[src/rtl/multicycle_ctrl_fsm_pkg.sv]
// Shared definitions for the multicycle control sequencer: state encodings,
// opcode and ALUop constants, and the packed control-output bundle that the
// decoder produces and the top level fans out to its ports.
package multicycle_ctrl_fsm_pkg;

  typedef enum logic [2:0] {
    S_IDLE   = 3'd0,
    S_FETCH  = 3'd1,
    S_DECODE = 3'd2,
    S_EXEC   = 3'd3,
    S_MEM    = 3'd4,
    S_WB     = 3'd5,
    S_HALT   = 3'd6,
    S_FAULT  = 3'd7
  } state_t;

  localparam logic [2:0] OP_RTYPE = 3'b000;
  localparam logic [2:0] OP_ADDI  = 3'b001;
  localparam logic [2:0] OP_LW    = 3'b010;
  localparam logic [2:0] OP_SW    = 3'b011;
  localparam logic [2:0] OP_BEQ   = 3'b100;
  localparam logic [2:0] OP_SLT   = 3'b101;
  localparam logic [2:0] OP_JMP   = 3'b110;
  localparam logic [2:0] OP_HALT  = 3'b111;

  localparam logic [2:0] ALUOP_ADD = 3'b000;
  localparam logic [2:0] ALUOP_SUB = 3'b001;
  localparam logic [2:0] ALUOP_R   = 3'b010;
  localparam logic [2:0] ALUOP_SLT = 3'b011;

  typedef struct packed {
    logic       mem_read;
    logic       mem_write;
    logic       ir_write;
    logic       pc_inc;
    logic       pc_write;
    logic       reg_write;
    logic       mem_to_reg;
    logic [2:0] alu_op;
    logic       funct;
    logic       t0;
    logic       t1;
    logic       halted;
    logic       fault;
  } ctrl_t;

  function automatic logic [2:0] opcode_of(input logic [7:0] ir);
    return ir[7:5];
  endfunction

endpackage

[src/rtl/multicycle_ctrl_fsm_ctrl_decode.sv]
// Combinational control decoder for the multicycle sequencer.
// Ports:
//   state     - current sequencer state
//   ir        - latched instruction register
//   zero      - ALU zero flag (BEQ branch decision in EXEC)
//   mem_ready - memory completes the current access this cycle
//   ctrl      - all datapath enables and ALUctrl inputs
// Requests are Moore-decoded from state and IR; only ir_write/pc_inc
// (mem_ready) and the BEQ pc_write (zero) depend on inputs within the cycle.
module multicycle_ctrl_fsm_ctrl_decode
  import multicycle_ctrl_fsm_pkg::*;
(
  input  state_t     state,
  input  logic [7:0] ir,
  input  logic       zero,
  input  logic       mem_ready,
  output ctrl_t      ctrl
);

  logic [2:0] op;
  logic       unused_ir_bits;

  assign op             = opcode_of(ir);
  // IR[4:3] carry register/immediate fields the controller does not decode.
  assign unused_ir_bits = ^ir[4:3];

  always_comb begin
    ctrl = '0;
    case (state)
      S_FETCH: begin
        ctrl.mem_read = 1'b1;
        ctrl.ir_write = mem_ready;
        ctrl.pc_inc   = mem_ready;
      end
      S_DECODE: begin
        if (op == OP_JMP) ctrl.pc_write = 1'b1;
      end
      S_EXEC: begin
        // ALU fields are only ever non-zero here.
        case (op)
          OP_RTYPE: begin
            ctrl.alu_op = ALUOP_R;
            ctrl.funct  = ir[0];
            ctrl.t0     = ir[1];
            ctrl.t1     = ir[2];
          end
          OP_ADDI, OP_LW, OP_SW: ctrl.alu_op = ALUOP_ADD;
          OP_BEQ: begin
            ctrl.alu_op   = ALUOP_SUB;
            ctrl.pc_write = zero;
          end
          OP_SLT: ctrl.alu_op = ALUOP_SLT;
          default: ctrl.alu_op = ALUOP_ADD;
        endcase
      end
      S_MEM: begin
        if (op == OP_SW) ctrl.mem_write = 1'b1;
        else             ctrl.mem_read  = 1'b1;
      end
      S_WB: begin
        ctrl.reg_write  = 1'b1;
        ctrl.mem_to_reg = (op == OP_LW);
      end
      S_HALT:  ctrl.halted = 1'b1;
      S_FAULT: ctrl.fault  = 1'b1;
      default: ctrl = '0;
    endcase
  end

endmodule

[src/rtl/multicycle_ctrl_fsm.sv]
// Multicycle main control sequencer for the 8-bit computer.
// Steps FETCH/DECODE/EXEC/MEM/WB, drives datapath enables and ALUctrl inputs,
// bounds every memory wait and counts retired instructions.
// Ports:
//   clk, reset           - rising-edge clock, synchronous active-high reset
//   start                - leave IDLE and begin fetching (ignored elsewhere)
//   instr                - instruction word, captured when mem_ready in FETCH
//   mem_ready, zero      - memory completion, ALU zero flag
//   mem_read..mem_to_reg - datapath enables / memory requests
//   alu_op, funct, t0, t1- ALUctrl inputs (non-zero only in EXEC)
//   halted, fault        - absorbing HALT / FAULT indications
//   retired              - completed-instruction count, wraps mod 2^CNT_W
//   fsm_state            - current state, for observation
// Memory handshake: a request (mem_read or mem_write) is held every cycle the
// sequencer sits in FETCH or MEM; the access completes in the cycle mem_ready
// is high while the request is asserted, and the state advances on that edge.
module multicycle_ctrl_fsm
  import multicycle_ctrl_fsm_pkg::*;
#(
  parameter int MEM_TIMEOUT = 8,
  parameter int CNT_W       = 16
) (
  input  logic             clk,
  input  logic             reset,
  input  logic             start,
  input  logic [7:0]       instr,
  input  logic             mem_ready,
  input  logic             zero,
  output logic             mem_read,
  output logic             mem_write,
  output logic             ir_write,
  output logic             pc_inc,
  output logic             pc_write,
  output logic             reg_write,
  output logic             mem_to_reg,
  output logic [2:0]       alu_op,
  output logic             funct,
  output logic             t0,
  output logic             t1,
  output logic             halted,
  output logic             fault,
  output logic [CNT_W-1:0] retired,
  output state_t           fsm_state
);

  localparam int WAIT_W = (MEM_TIMEOUT > 1) ? $clog2(MEM_TIMEOUT) : 1;
  localparam logic [WAIT_W-1:0] WAIT_LAST = WAIT_W'(MEM_TIMEOUT - 1);

  state_t            state, state_next;
  logic [7:0]        ir;
  logic [WAIT_W-1:0] wait_cnt;
  logic [2:0]        op;
  logic              retire;
  logic              wait_expired;
  ctrl_t             ctrl;

  assign op = opcode_of(ir);
  // The last permitted wait cycle without mem_ready; mem_ready in that same
  // cycle still completes normally.
  assign wait_expired = (wait_cnt == WAIT_LAST) && !mem_ready;

  multicycle_ctrl_fsm_ctrl_decode u_decode (
    .state     (state),
    .ir        (ir),
    .zero      (zero),
    .mem_ready (mem_ready),
    .ctrl      (ctrl)
  );

  always_comb begin
    state_next = state;
    retire     = 1'b0;
    case (state)
      S_IDLE: begin
        if (start) state_next = S_FETCH;
      end
      S_FETCH: begin
        if (mem_ready)         state_next = S_DECODE;
        else if (wait_expired) state_next = S_FAULT;
      end
      S_DECODE: begin
        case (op)
          OP_JMP: begin
            retire     = 1'b1;
            state_next = S_FETCH;
          end
          OP_HALT: begin
            retire     = 1'b1;
            state_next = S_HALT;
          end
          default: state_next = S_EXEC;
        endcase
      end
      S_EXEC: begin
        case (op)
          OP_BEQ: begin
            retire     = 1'b1;
            state_next = S_FETCH;
          end
          OP_LW, OP_SW: state_next = S_MEM;
          default:      state_next = S_WB;
        endcase
      end
      S_MEM: begin
        if (mem_ready) begin
          if (op == OP_SW) begin
            retire     = 1'b1;
            state_next = S_FETCH;
          end else begin
            state_next = S_WB;
          end
        end else if (wait_expired) begin
          state_next = S_FAULT;
        end
      end
      S_WB: begin
        retire     = 1'b1;
        state_next = S_FETCH;
      end
      default: state_next = state;
    endcase
  end

  always_ff @(posedge clk) begin
    if (reset) begin
      state    <= S_IDLE;
      ir       <= '0;
      wait_cnt <= '0;
      retired  <= '0;
    end else begin
      state <= state_next;
      if (ctrl.ir_write) ir <= instr;
      // FETCH and MEM are only ever entered from another state, so clearing
      // on every transition clears on entry to both.
      if (state_next != state) begin
        wait_cnt <= '0;
      end else if ((state == S_FETCH || state == S_MEM) && !mem_ready) begin
        wait_cnt <= wait_cnt + WAIT_W'(1);
      end
      if (retire) retired <= retired + CNT_W'(1);
    end
  end

  assign mem_read   = ctrl.mem_read;
  assign mem_write  = ctrl.mem_write;
  assign ir_write   = ctrl.ir_write;
  assign pc_inc     = ctrl.pc_inc;
  assign pc_write   = ctrl.pc_write;
  assign reg_write  = ctrl.reg_write;
  assign mem_to_reg = ctrl.mem_to_reg;
  assign alu_op     = ctrl.alu_op;
  assign funct      = ctrl.funct;
  assign t0         = ctrl.t0;
  assign t1         = ctrl.t1;
  assign halted     = ctrl.halted;
  assign fault      = ctrl.fault;
  assign fsm_state  = state;

endmodule

[config.mk]
export PLATFORM = sky130hd
export DESIGN_NAME = multicycle_ctrl_fsm
export DESIGN_NICKNAME = d
export VERILOG_FILES = /design/src/rtl/multicycle_ctrl_fsm_pkg.sv /design/src/rtl/multicycle_ctrl_fsm_ctrl_decode.sv /design/src/rtl/multicycle_ctrl_fsm.sv
export SDC_FILE = /design/constraint.sdc
export NUM_CORES = 1
export LEC_CHECK = 0
export BUFFER_PORTS_ARGS = -buffer_cell sky130_fd_sc_hd__buf_2
export CAP_MARGIN = 20
export CORE_MARGIN = 1.5
export CORE_UTILIZATION = 52
export DETAILED_ROUTE_END_ITERATION = 16
export MAX_ROUTING_LAYER = met4
export PLACE_DENSITY = 0.8
export SLEW_MARGIN = 30
export SYNTH_ARGS = -nofsm -noshare
export SYNTH_HDL_FRONTEND = slang
export SYNTH_SLANG_ARGS = --single-unit
[constraint.sdc]
create_clock -name clk -period 1.8 [get_ports clk]
set_input_delay 0 -clock clk [delete_from_list [all_inputs] [get_ports clk]]
set_output_delay 0 -clock clk [all_outputs]
set_load 0.05 [all_outputs]
==> results of run 1 <==
[cells in the mapped netlist (3+ instances only)]
| cell | count | area share |
|---|---|---|
| dfxtp_1 | 28 | 0.34 |
| nor2_1 | 27 | 0.061 |
| a21oi_1 | 13 | 0.039 |
| xnor2_1 | 12 | 0.063 |
| nand2_1 | 10 | 0.023 |
| mux2i_1 | 8 | 0.048 |
| nand2b_1 | 6 | 0.023 |
| nand3_1 | 6 | 0.018 |
| inv_1 | 5 | 0.011 |
| nor3_1 | 5 | 0.015 |
| buf_4 | 4 | 0.018 |
| clkbuf_1 | 4 | 0.0090 |
| a2111oi_1 | 3 | 0.018 |
| a2111oi_2 | 3 | 0.027 |
| and2_1 | 3 | 0.011 |
| ha_1 | 3 | 0.023 |
| nor4_1 | 3 | 0.011 |
| o21a_1 | 3 | 0.014 |
| o21ai_1 | 3 | 0.0090 |
| or3_1 | 3 | 0.011 |
[what timing repair did]
item | CTS | global route
resized for setup | 16 | 22
endpoints found under the hold margin | 6 | 0
setup buffers | 5 | 2
pin swaps | 1 | 8
endpoints found under the setup margin | 6 | 14
hold buffers | 6 | 0
[critical path, stage by stage, from the launching register on]
cell	delay, ns
dfxtp_4	0.40
buf_6	0.12
nor3b_4	0.21
o21bai_4	0.14
buf_4	0.17
a2111oi_2	0.41
xnor2_1	0.16
nor2_1	0.06
[final cells by class]
cell class | instances | share of cell area
tap | 44 | 0.0239
sequential | 28 | 0.254
clock buffer | 4 | 0.0114
timing repair buffer | 75 | 0.222
multi-input combinational | 145 | 0.480
inverter | 5 | 0.00814
[state kept, by name (all words and copies together) (netlist names)]
register,flops
wait_cnt,3
retired,16
fsm_state,3
ir,6
[placed cells by master, fill, tap and decap left out, types with 3 or more instances in the layout]
cell type	Yosys	layout
dfxtp_1	28	14
nor2_1	27	26
nor4_1	3	3
buf_2	2	38
dfxtp_4	0	3
xnor2_1	12	12
a2111oi_1	3	3
mux2i_1	8	8
buf_8	0	3
dfxtp_2	0	11
o21a_1	3	3
ha_1	3	3
nand3_1	6	6
clkbuf_4	1	3
nand2_1	10	10
and2_4	0	3
o21ai_1	3	4
buf_4	4	26
nor3_2	0	3
dlygate4sd3_1	0	6
a21oi_1	13	12
nand2b_1	6	5
inv_1	5	5
[stage by stage]
step                hold WS (ns)  instances  utilization
detailed placement         0.250        284        0.666
CTS                       0.0568        299        0.724
finish                    0.0647        301        0.755
global placement           0.239        284        0.666
floorplan                  0.147        192            -
global route              0.0757        301        0.755
[power by group through the flow]
stage	clock (W)	sequential (W)	combinational, W
floorplan	0	0.000677	0.000169
global placement	0	0.000664	0.000248
detailed placement	0	0.000665	0.000251
CTS	0.000267	0.000645	0.000295
global route	0.000287	0.000649	0.000337
finish	0.000257	0.000647	0.000314
[cell families (layout without fill, tap and decap cells)]
family / count (synthesis) / count (layout) / synth area share
simple gates: 81 / 81 / 0.266
other cells: 1 / 1 / 0.00225
mux: 8 / 8 / 0.0480
flops: 28 / 28 / 0.336
buf+inv: 19 / 84 / 0.0646
xor+xnor: 14 / 14 / 0.0736
compound gates: 38 / 38 / 0.187
fa+ha+maj: 3 / 3 / 0.0225
[routing by layer]
layer / routed length (um) / track usage / up-vias
met2: 2010 / 0.414 / 46
met1: 1720 / 0.306 / 751
li1: - / - / 811
met5: 0 / - / -
met4: 46 / 0.0603 / 0
met3: 189 / 0.0218 / 6
[how the worst max path moves through the flow]
stage	start	cells past startpoint	slack (ns)	endpoint
detailed placement	ir[5]	5	0.01	retired[11]
CTS	fsm_state[0]	6	0.003	retired[11]
global placement	fsm_state[2]	5	0.08	retired[11]
global route	fsm_state[0]	7	-0.06	retired[12]
finish	fsm_state[0]	7	0.04	retired[12]
floorplan	fsm_state[2]	6	-0.07	retired[11]
==> impl_metrics.csv, run 1 <==
group,metric,value,unit
sta,fin_crit_sh,0.979,
sta,worstMarginPinSlew,0.488,ns
global_routing,track_usage,0.242,
sta,fmax,568,MHz
cells_and_area,multi_input_area,1110,sq um
sta,final-hold-violation-count,0,
routing,drt_iter0_markers,58,
routing,wl_per_cell,13.2,um
cells_and_area,stdcell_area,2310,sq um
yosys,yosys_warnings,0,
setup_path,critical_path_class,"reg -> reg",
setup_path,required,2.01,ns
cells_and_area,syn2layout_area_growth,38.4,%
placement,dp_hpwl,2770,um
yosys,synth_top_flop_cell,"dfxtp_1",
placement,place_ws,0.00973,ns
yosys,synth_cells,192,
setup_path,r2r_end,"retired[12]",
floorplan,die_h,59.6,um
job,maxCapViolCount,0,
setup_path,rr_worst_depth,7,
power,p_leak,0.958,nW
min_path,hp-start,"start",
setup_path,start_kind,"flip-flop",
power,switching_share,0.300,
run_status,outcome,"complete, no violations",
cts,cts_buffer_depth,2,
routing,ant_nets,0,
yosys,ys_async_sr_fraction,0,
floorplan,die_x,59.6,um
floorplan,core-area,3050,sq um
cts,worstSkewPairLatency,0.31,ns
cts,h-tree-depth,1,
power,combPwrFrac,0.258,
cts,cts_made_buffers,3,
routing,drt-total-wl,3970,um
cells_and_area,diodes,0,
cells_and_area,n_fill_cell,234,
power,power_frac_clock,0.211,
sta,finalSetupViolCount,0,
cts,cts_tree,"yes",
cells_and_area,register_area,586,sq um
setup_path,critical_path.max_fanout,7,
sta,rsz0062_at_grt,"true",
global_routing,grt_pass1_wl,6560,um
min_path,hp-class,"in -> reg",
setup_path,reg2reg_slack,0.04,ns
placement,port_buffers,43,
yosys,syn-num-nets,208,
yosys,yosysSeqAreaShare,0.336,
setup_path,rr_startpoint,"fsm_state[0]",
yosys,synth.cell_area,1670,sq um
yosys,syn_avg_cell_area,8.68,sq um
floorplan,placement_rows,20,
power,power_frac_seq,0.532,
min_path,min_to,"fsm_state[0]",
setup_path,crit_arrival,1.97,ns
routing,drc_errors,0,
power,peakVddDrop,404,uV
global_routing,antenna_found_initial,0,
yosys,synth-seq-cells,28,
cells_and_area,drive_above_1_share,0.440,
sta,final-max-slew-violation-count,0,
cts,cts_num_sinks,28,
yosys,yosys.cell_types.count,50,
min_path,whs_path_depth,5,
floorplan,start_util,0.546,
routing,vias,1614,
routing,drtPass1Iterations,4,
placement,placed_area,2030,sq um
cts,clk_pin_slew,0.14,ns
floorplan,die-area,3550,sq um
cts,root_buffer,"clkbuf_4",
routing,viasPerCell,5.36,
power,powerDensity,528,nW/um^2
setup_path,endpoint_kind,"flip-flop",
sta,skew,0.00475,ns
sta,final.setup.worst_slack,0.0381,ns
global_routing,grt_pass1_vias,1529,
sta,final.setup.tns,0,ns
placement,gp_congestion,0.832,
power,p_sw,0.000365,W
power,fin_total_pwr,0.00122,W
cells_and_area,nets,274,
sta,slew_headroom,0.672,
yosys,synth-edff-count,0,
sta,fin_crit,1.76,ns
floorplan,ioPinCount,47,
power,p_int,0.000853,W
global_routing,grt_start_max_net_pins,26,
global_routing,overflow,0,
Power figures use the tool's default switching activity.
==> run 2, diff against run 1 <==
CORE_UTILIZATION = 53   (was 52)
SLEW_MARGIN = 20   (was 30)
SYNTH_HIERARCHICAL = 1   (was default)
==> impl_metrics.csv, run 2 <==
group,metric,value,unit
run_status,outcome,"complete, no violations",
sta,final.setup.worst_slack,0.0700,ns
job,maxCapViolCount,0,
sta,fin_crit_sh,0.961,
cts,h-tree-depth,1,
global_routing,grt_start_max_net_pins,27,
cells_and_area,final_common_cell,"buf_2",
cells_and_area,diodes,0,
sta,final-max-slew-violation-count,0,
cells_and_area,final_cell_mix,"buf_2, nor2_1, dfxtp_1, buf_4, xnor2_1",
placement,dp_hpwl,2710,um
yosys,syn_avg_cell_area,8.78,sq um
setup_path,critical_path_class,"reg -> reg",
global_routing,overflow,0,
yosys,synth.cell_area,1780,sq um
setup_path,crit_arrival,1.97,ns
cells_and_area,register_area,581,sq um
min_path,hp-start,"reset",
sta,skew,0.0136,ns
global_routing,grt_pass1_vias,1414,
cells_and_area,multi_input_area,1150,sq um
cts,root_buffer,"clkbuf_4",
cells_and_area,reg_top3,"retired (16), ir (6)",
yosys,synth_cells,203,
routing,ant_nets,0,
cells_and_area,syn2layout_area_growth,27.7,%
floorplan,die_h,61,um
setup_path,start_kind,"flip-flop",
sta,holdWs,0.0841,ns
routing,drt-total-wl,3980,um
cts,cts_made_buffers,3,
cts,worstSkewPairLatency,0.34,ns
setup_path,rr_startpoint,"ir[7]",
global_routing,track_usage,0.228,
routing,drtPass1Iterations,4,
global_routing,grt_pass1_wl,6260,um
yosys,syn-num-nets,219,
cells_and_area,largest-register,"retired",
cells_and_area,n_fill_cell,254,
routing,viasPerCell,5.43,
floorplan,ioPinCount,47,
routing,wl_per_cell,13.3,um
power,powerDensity,620,nW/um^2
floorplan,start_util,0.570,
routing,drc_errors,0,
cells_and_area,largest_reg_flops,16,
floorplan,placement_rows,20,
setup_path,worstSetupStartpoint,"ir[7]",
sta,final-hold-violation-count,0,
power,peakVddDrop,363,uV
cells_and_area,nets,273,
cts,clk_pin_slew,0.16,ns
floorplan,die-area,3720,sq um
routing,drt_iter0_markers,92,
min_path,hp-class,"in -> reg",
floorplan,core-area,3130,sq um
placement,gp_congestion,0.870,
yosys,yosys_warnings,6,
sta,fmax,578,MHz
placement,place_ws,0.0492,ns
setup_path,endpoint_kind,"flip-flop",
sta,fin_crit,1.73,ns
global_routing,antenna_found_initial,0,
sta,finalSetupViolCount,0,
cells_and_area,drive_above_1_share,0.379,
placement,port_buffers,43,
cts,cts_buffer_depth,2,
setup_path,required,2.04,ns
power,p_leak,0.948,nW
routing,vias,1629,
setup_path,critical_path.max_fanout,3,
cts,cts_num_sinks,28,
floorplan,die_x,61,um
cts,cts_tree,"yes",
run 2: path summary, 6_finish.rpt:
path | slack [ns] | end | depth (start not counted)
worst max-delay path | 0.07 | retired[15] | 5
worst min-delay path | 0.08 | retired[11] | 2
worst min register to register | 0.52 | ir[0] | 2
worst max register to register | 0.07 | retired[15] | 5
run 2: critical path, stage by stage (launching register included):
cell and delay (ns):
dfxtp_2 0.37, nand4b_4 0.16, a211o_4 0.37, a211oi_2 0.19
nor3b_2 0.20, mux2_1 0.34
run 2: per-stage QoR:
| step | std cells | total power, W | TNS [ns] | cell area, sq um | util |
|---|---|---|---|---|---|
| after floorplan | 203 | 0.000969 | -1.10 | 1850 | - |
| after global placement | 287 | 0.00102 | 0 | 2120 | 0.678 |
| after detailed placement | 287 | 0.00103 | 0 | 2120 | 0.678 |
| after CTS | 298 | 0.00141 | 0 | 2240 | 0.715 |
| after global routing | 300 | 0.00147 | -0.0201 | 2280 | 0.728 |
| final | 300 | 0.00141 | 0 | 2280 | 0.728 |
run 2: final cells by class:
class / instances / area share
inverter: 4 / 0.00659
clock buffer: 4 / 0.0209
tap: 44 / 0.0242
multi-input combinational: 154 / 0.507
timing repair buffer: 66 / 0.186
sequential: 28 / 0.255
run 2: layer usage:
metal / GRT usage / vias up / wire length [um]
met5: - / - / 0
met4: 0.0652 / 0 / 59
met3: 0.0320 / 8 / 171
met2: 0.387 / 50 / 1940
met1: 0.283 / 747 / 1810
li1: - / 824 / -
run 2: report_power, final:
group | internal (W) | switching (W) | leakage (nW)
Sequential | 0.000641 | 0.0000304 | 0.232
Clock | 0.000170 | 0.000197 | 0.0261
Combinational | 0.000148 | 0.000224 | 0.690
run 2: repair_timing:
| action | CTS | global route |
|---|---|---|
| setup endpoints to repair | 2 | 11 |
| hold buffers | 6 | 0 |
| resized for setup | 0 | 8 |
| setup buffers | 1 | 2 |
| pin swaps | 1 | 1 |
| hold endpoints to repair | 6 | 0 |
==> run 3, diff against run 2 <==
RECOVER_POWER = 100   (was default)
==> impl_metrics.csv, run 3 (synthesized netlist as in run 2, its figures left out) <==
group,metric,value,unit
run_status,outcome,"complete, no violations",
sta,fmax,578,MHz
global_routing,track_usage,0.228,
sta,finalSetupViolCount,0,
setup_path,required,2.04,ns
sta,slew_headroom,0.595,
power,p_leak,0.851,nW
routing,drt-total-wl,4010,um
setup_path,start_kind,"flip-flop",
power,fin_total_pwr,0.00140,W
min_path,hp-start,"reset",
placement,port_buffers,43,
sta,fin_crit,1.73,ns
global_routing,overflow,0,
global_routing,grt_start_max_net_pins,27,
min_path,whs_path_depth,2,
sta,worstMarginPinSlew,0.610,ns
routing,drtPass1Iterations,4,
routing,ant_nets,0,
floorplan,start_util,0.570,
cts,clk_pin_slew,0.16,ns
setup_path,critical_path_class,"reg -> reg",
placement,placed_cells,287,
cells_and_area,n_fill_cell,276,
floorplan,core-area,3130,sq um
placement,gp_congestion,0.870,
cells_and_area,final_common_cell,"nor2_1",
job,maxCapViolCount,0,
cts,root_buffer,"clkbuf_4",
power,powerDensity,627,nW/um^2
cts,cts_tree,"yes",
cts,cts_buffer_depth,2,
power,peakVddDrop,363,uV
floorplan,die-area,3720,sq um
setup_path,crit_arrival,1.97,ns
sta,holdWs,0.0859,ns
setup_path,endpoint_kind,"flip-flop",
routing,wl_per_cell,13.4,um
routing,vias,1634,
setup_path,rr_startpoint,"ir[7]",
cts,worstSkewPairLatency,0.34,ns
cells_and_area,final_cell_mix,"nor2_1, clkbuf_1, dfxtp_1, xnor2_1, buf_2",
routing,drt_iter0_markers,83,
sta,final-hold-violation-count,0,
cells_and_area,postLayoutCoreUtil,0.712,
min_path,hp-class,"in -> reg",
placement,dp_hpwl,2710,um
floorplan,die_h,61,um
sta,fin_crit_sh,0.961,
cells_and_area,reg_top3,"retired (16), ir (6)",
cells_and_area,diodes,0,
setup_path,critical_path.max_fanout,3,
cts,cts_num_sinks,28,
cells_and_area,drive_above_1_share,0.293,
setup_path,reg2reg_slack,0.07,ns
routing,drc_errors,0,
global_routing,antenna_found_initial,0,
cts,cts_made_buffers,3,
setup_path,r2r_end,"retired[15]",
sta,skew,0.0136,ns
min_path,min_to,"retired[11]",
cells_and_area,largest-register,"retired",
routing,viasPerCell,5.45,
sta,final-max-slew-violation-count,0,
floorplan,placement_rows,20,
cells_and_area,fin_cells,300,
floorplan,die_x,61,um
cells_and_area,syn2layout_area_growth,25.0,%
floorplan,ioPinCount,47,
setup_path,rr_worst_depth,5,
global_routing,grt_pass1_wl,6260,um
cells_and_area,largest_reg_flops,16,
global_routing,grt_pass1_vias,1414,
cts,h-tree-depth,1,
cells_and_area,nets,273,
run 3: worst max-delay path by stage:
stage	from	end	slack [ns]	cells past startpoint
after global routing	fsm_state[2]	funct	-0.01	4
after detailed placement	ir[6]	retired[14]	0.05	6
after CTS	ir[6]	retired[15]	0.02	5
after floorplan	fsm_state[0]	mem_read	-0.14	3
after global placement	ir[6]	retired[15]	0.09	5
final	ir[7]	retired[15]	0.07	5
run 3: per-stage QoR:
step,setup TNS [ns],setup slack [ns],instance area [sq um]
floorplan,-1.10,-0.138,1850
global placement,0,0.0883,2120
detailed placement,0,0.0492,2120
CTS,0,0.0185,2240
global route,-0.0183,-0.0137,2230
finish,0,0.0701,2230
run 3: final cells by class:
type / instances / area, sq um / area share
multi-input cells: 154 / 1140 / 0.510
repair buffers: 66 / 394 / 0.177
flip-flops and latches: 28 / 581 / 0.261
clock buffers: 4 / 47.5 / 0.0213
inverters: 4 / 15.0 / 0.00674
well taps: 44 / 55.1 / 0.0247
run 3: power breakdown:
| part | switching, W | total [W] | internal (W) |
|---|---|---|---|
| Clock | 0.000195 | 0.000365 | 0.000170 |
| Sequential | 0.0000305 | 0.000672 | 0.000641 |
| Combinational | 0.000220 | 0.000360 | 0.000140 |
run 3: worst max-delay path: stages, from the launching register on:
cell and delay [ns]:
dfxtp_2 0.36, nand4b_4 0.16, a211o_4 0.37, a211oi_2 0.19
nor3b_2 0.20, mux2_1 0.34
run 3: timing repair:
action                                  in CTS  in global routing
resized for setup                            0                  8
pin swaps                                    1                  1
endpoints found under the setup margin       2                 11
cloned                                       0                  0
hold endpoints to repair                     6                  0
hold buffers                                 6                  0
setup buffers                                1                  2
run 3: routing by layer:
layer  vias to the layer above  GRT usage  wire length, um
li1                        822          -                -
met3                         6     0.0320              163
met1                       753      0.283             1810
met5                         -          -                0
met4                         0     0.0652               52
met2                        53      0.387             1980
